--- src/rtl/apb_master.sv ---
// rtl/apb_master.sv - APB requester: one command at a time through SETUP/ACCESS, with a bounded PREADY wait and a response channel.
module apb_master #(
    parameter int ADDR_WIDTH     = 32,
    parameter int DATA_WIDTH     = 32,
    parameter int TIMEOUT_CYCLES = 16
) (
    input  logic                  PCLK,
    input  logic                  PRESETn,
    input  logic                  cmd_valid,
    output logic                  cmd_ready,
    input  logic                  cmd_write,
    input  logic [ADDR_WIDTH-1:0] cmd_addr,
    input  logic [DATA_WIDTH-1:0] cmd_wdata,
    output logic                  rsp_valid,
    input  logic                  rsp_ready,
    output logic [DATA_WIDTH-1:0] rsp_rdata,
    output logic                  rsp_error,
    output logic                  busy,
    output logic                  PSEL,
    output logic                  PENABLE,
    output logic                  PWRITE,
    output logic [ADDR_WIDTH-1:0] PADDR,
    output logic [DATA_WIDTH-1:0] PWDATA,
    input  logic [DATA_WIDTH-1:0] PRDATA,
    input  logic                  PREADY
);

    // A zero timeout still needs a one-bit counter so the widths stay legal.
    localparam int CW = (TIMEOUT_CYCLES == 0) ? 1 : $clog2(TIMEOUT_CYCLES + 1);
    localparam logic [CW-1:0] TIMEOUT_VAL = CW'(TIMEOUT_CYCLES);
    localparam logic [CW-1:0] CNT_MAX     = {CW{1'b1}};

    typedef enum logic [1:0] {
        ST_IDLE   = 2'd0,
        ST_SETUP  = 2'd1,
        ST_ACCESS = 2'd2,
        ST_RESP   = 2'd3
    } state_t;

    state_t                state_q,     state_d;
    logic                  psel_q,      psel_d;
    logic                  penable_q,   penable_d;
    logic                  pwrite_q,    pwrite_d;
    logic [ADDR_WIDTH-1:0] paddr_q,     paddr_d;
    logic [DATA_WIDTH-1:0] pwdata_q,    pwdata_d;
    logic                  rsp_valid_q, rsp_valid_d;
    logic [DATA_WIDTH-1:0] rsp_rdata_q, rsp_rdata_d;
    logic                  rsp_error_q, rsp_error_d;
    logic [CW-1:0]         wait_cnt_q,  wait_cnt_d;
    logic [CW-1:0]         wait_cnt_inc;

    assign cmd_ready = PRESETn && (state_q == ST_IDLE);
    assign busy      = (state_q != ST_IDLE);
    assign PSEL      = psel_q;
    assign PENABLE   = penable_q;
    assign PWRITE    = pwrite_q;
    assign PADDR     = paddr_q;
    assign PWDATA    = pwdata_q;
    assign rsp_valid = rsp_valid_q;
    assign rsp_rdata = rsp_rdata_q;
    assign rsp_error = rsp_error_q;

    assign wait_cnt_inc = (wait_cnt_q == CNT_MAX) ? wait_cnt_q : wait_cnt_q + 1'b1;

    always_comb begin
        state_d     = state_q;
        psel_d      = psel_q;
        penable_d   = penable_q;
        pwrite_d    = pwrite_q;
        paddr_d     = paddr_q;
        pwdata_d    = pwdata_q;
        rsp_valid_d = rsp_valid_q;
        rsp_rdata_d = rsp_rdata_q;
        rsp_error_d = rsp_error_q;
        wait_cnt_d  = wait_cnt_q;

        case (state_q)
            ST_IDLE: begin
                if (cmd_valid && cmd_ready) begin
                    state_d    = ST_SETUP;
                    psel_d     = 1'b1;
                    penable_d  = 1'b0;
                    pwrite_d   = cmd_write;
                    paddr_d    = cmd_addr;
                    pwdata_d   = cmd_wdata;
                    wait_cnt_d = '0;
                end
            end
            ST_SETUP: begin
                state_d   = ST_ACCESS;
                penable_d = 1'b1;
            end
            ST_ACCESS: begin
                if (PREADY) begin
                    state_d     = ST_RESP;
                    psel_d      = 1'b0;
                    penable_d   = 1'b0;
                    rsp_valid_d = 1'b1;
                    rsp_error_d = 1'b0;
                    rsp_rdata_d = pwrite_q ? '0 : PRDATA;
                end else begin
                    wait_cnt_d = wait_cnt_inc;
                    if ((TIMEOUT_CYCLES != 0) && (wait_cnt_inc == TIMEOUT_VAL)) begin
                        state_d     = ST_RESP;
                        psel_d      = 1'b0;
                        penable_d   = 1'b0;
                        rsp_valid_d = 1'b1;
                        rsp_error_d = 1'b1;
                        rsp_rdata_d = '0;
                    end
                end
            end
            ST_RESP: begin
                if (rsp_ready) begin
                    state_d     = ST_IDLE;
                    rsp_valid_d = 1'b0;
                end
            end
            default: state_d = ST_IDLE;
        endcase
    end

    always_ff @(posedge PCLK) begin
        if (!PRESETn) begin
            state_q     <= ST_IDLE;
            psel_q      <= 1'b0;
            penable_q   <= 1'b0;
            pwrite_q    <= 1'b0;
            paddr_q     <= '0;
            pwdata_q    <= '0;
            rsp_valid_q <= 1'b0;
            rsp_rdata_q <= '0;
            rsp_error_q <= 1'b0;
            wait_cnt_q  <= '0;
        end else begin
            state_q     <= state_d;
            psel_q      <= psel_d;
            penable_q   <= penable_d;
            pwrite_q    <= pwrite_d;
            paddr_q     <= paddr_d;
            pwdata_q    <= pwdata_d;
            rsp_valid_q <= rsp_valid_d;
            rsp_rdata_q <= rsp_rdata_d;
            rsp_error_q <= rsp_error_d;
            wait_cnt_q  <= wait_cnt_d;
        end
    end

endmodule

--- config.mk ---
export PLATFORM = sky130hd
export DESIGN_NAME = apb_master
export DESIGN_NICKNAME = d
export VERILOG_FILES = /design/src/rtl/apb_master.sv
export SDC_FILE = /design/constraint.sdc
export NUM_CORES = 1
export LEC_CHECK = 0
export CORE_ASPECT_RATIO = 1.1
export CORE_MARGIN = 1
export CORE_UTILIZATION = 37
export CTS_BUF_LIST = sky130_fd_sc_hd__clkbuf_8
export CTS_CLUSTER_SIZE = 24
export DETAILED_ROUTE_END_ITERATION = 6
export PLACE_DENSITY = 0.79
export SYNTH_ARGS = -nofsm -noshare
export SYNTH_HDL_FRONTEND = slang
export SYNTH_SLANG_ARGS = --single-unit
--- constraint.sdc ---
create_clock -name PCLK -period 2 [get_ports PCLK]
set_input_delay 0.2 -clock PCLK [delete_from_list [all_inputs] [get_ports PCLK]]
set_output_delay 0.2 -clock PCLK [all_outputs]
set_load 0.05 [all_outputs]
==> results.md <==
* Reg2Reg Setup Slack at 0.12 ns
* Layout cell share with drive strength beyond 1 at 0.0597
* DRC viols at 0
* Status: finished, final reports clean
* Final min period at 1.88 ns
* Via/cell ratio at 4.72
* Clk slew on worst S/H paths at 0.09 ns
* Routed len/inst at 13.6 um
* Tcrit/Tclk final at 0.940
* Crit end category: flip-flop
* Area contributors post-synth: dfxtp_1, nand2_1, o21ai_0
* Cells along the critical path: ha_4 -> nand4_1 -> mux2i_2 -> o22ai_2 -> o21a_4 -> a22o_1
* Slew Limit Fails at 0
* Power, Total at 7.35 mW
* Yosys top cell area share at 0.552
* Endpoints failing setup at 0
* F_max at 532 MHz
* Slew headroom at 0.641
* Worst Path Required at 2.25 ns
* Critical Path Source Type: flip-flop
* Die footprint at 11000 um2
* Power per standard cell area at 1160 nW/um2
* Hold WC Path Type: in -> reg
* Clock Skew at 0.0103 ns
* Final hold viol count at 0
* Max-Cap Viols at 0
* Die width at 100 um
* Synthesized cell area at 3920 um2
* Static Leak at 2.33 nW
* Total GRT Usage at 0.184
* Port bufs at 204
* Routed WL at 10600 um
* Synth cell types at 39
* Synth Instances at 441
* Post-DP HPWL at 7650 um
* RSZ-0062 raised after global routing: false
* Count leader, synth: nand2_1
* Initial Util at 0.379
* Post-synthesis sequential area ratio at 0.552
* Row cnt at 39
* TritonCTS buffer count at 9
* Syn_nets at 550
* Htree depth at 3
* Die height at 110 um
* Clock Latency Late Sink at 0.36 ns
* Root Driver: clkbuf_8
* Clock sinks at 108
* Fraction of registers with async set/reset at 0
* Vias in the first global route at 3426
* Max VDD drop at 551 uV
* Data arrival, critical path at 2.13 ns
* Hold-fix buffers at CTS at 0
* CP max stage cell: dfxtp_2
* Top delay family on crit path: compound AO/OA/AOI/OAI gates
* Largest net degree at the start of global routing at 76
* Mean post-synth cell area at 8.88 um2
* Ports at 205
* Global placement routability congestion at 0.812
* CP Max Fanout at 32
* Buf/Inv on CP at 0
* CTS tree: done
* Antenna violations before repair at 0
* Placed instance area at 6090 um2
* Yosys reg bits at 108
* 1st-iter DRT viols at 165
* 1st-pass router iterations at 4
* Area Overhead vs Synth at 61.2%
* Post-Layout Inst Area at 6310 um2
* Setup CP Type: reg -> reg
* Crit-path max cell delay at 0.40 ns
* Diodes inserted at 0
* Synth Flop Type: dfxtp_1
* Vias at 3680
* Antenna Nets Post-Route at 0
* Final nets at 740
* Commonest cells post-synth: nand2_1, dfxtp_1, o21ai_0
* Synth area leader: dfxtp_1
* First-pass GRT wire length at 16000 um
* Grt ovf at 0
* Worst Max-Slew Pin Slew at 0.537 ns
* Core area at 10300 um2
* Post-synth EDFFs at 0
* Synth warnings at 0
* Longest Clk Path Bufs at 2
-- logic make-up after synthesis --
| logic type | synth area share |
|---|---|
| and+or+nand+nor | 0.173 |
| muxes | 0.00767 |
| AOI/OAI and AO/OA | 0.206 |
| buffers and inverters | 0.0387 |
| DFF | 0.552 |
| adders and majority gates | 0.0224 |
-- per-stage QoR --
stage | hold WS (ns) | setup slack [ns] | utilization | instances | TNS (ns)
after detailed placement | 0.452 | -0.0330 | 0.589 | 763 | -0.657
after global routing | 0.175 | 0.0410 | 0.610 | 779 | 0
after global placement | 0.443 | 0.124 | 0.589 | 763 | 0
final | 0.202 | 0.121 | 0.610 | 779 | 0
after floorplan | 0.309 | 0.156 | - | 441 | 0
after CTS | 0.166 | 0.0189 | 0.608 | 779 | 0
-- final timing paths --
kind         cells past startpoint                        from                    endpoint
max                              6  wait_cnt_q[0]$_SDFFE_PN0P_  rsp_rdata[14]$_SDFFE_PN0P_
min                              2                     PRESETn     state_q[0]$_SDFFE_PN0P_
max reg2reg                      6  wait_cnt_q[0]$_SDFFE_PN0P_  rsp_rdata[14]$_SDFFE_PN0P_
min reg2reg                      2      PWDATA[7]$_SDFFE_PN0P_      PWDATA[7]$_SDFFE_PN0P_
-- area by class of cell --
cell class / instances / area (um2)
Fill cell: 892 / 4030
Sequential cell: 108 / 2160
Timing Repair Buffer: 209 / 2120
Multi-Input combinational cell: 299 / 1640
Tap cell: 143 / 179
Clock buffer: 9 / 124
Clock inverter: 7 / 68.8
Inverter: 4 / 15.0
-- cell usage in the layout (no fill, tap or decap), types with 4 or more instances in the layout --
cell type	synthesis	final
nand2_1	139	139
nand2b_1	6	6
nor2_1	4	4
dfxtp_1	108	106
inv_1	4	5
clkbuf_8	0	9
a22o_1	32	32
o21ai_0	69	69
buf_12	0	4
clkdlybuf4s50_1	0	201
ha_1	7	5
-- report_power, final --
| group | switching [mW] | internal (mW) |
|---|---|---|
| clock | 0.718 | 0.575 |
| combinational | 2.14 | 1.15 |
| sequential | 0.223 | 2.54 |
-- repair_timing --
action / CTS / global route
gates resized for setup: 2 / 7
setup endpoints to repair: 33 / 37
setup buffers: 0 / 0
cloned: 0 / 0
-- state kept, by name, summed over array words and instances (netlist names) --
name and flops:
PADDR 32, PWDATA 32, rsp_rdata 32, wait_cnt_q 5
state_q 2, PENABLE 1, PSEL 1, PWRITE 1
rsp_error 1, rsp_valid 1
-- worst reg2reg max path, delay by kind of cell (launching register included) --
family | cells | cell delay (ns)
AND/OR/NAND/NOR | 1 | 0.19
flip-flops | 1 | 0.40
AO/OA/AOI/OAI | 3 | 0.73
multiplexers | 1 | 0.28
adder cells (fa/ha/maj) | 1 | 0.19
-- metal layers --
layer / share of wire / wire (um) / global-route usage
met1: 0.42 / 4410 / 0.213
met2: 0.51 / 5440 / 0.321
met3: 0.052 / 548 / 0.0502
met4: 0.021 / 218 / 0.0797
met5: 0 / 0 / 0
No activity file was read; power rests on OpenSTA's default activity.
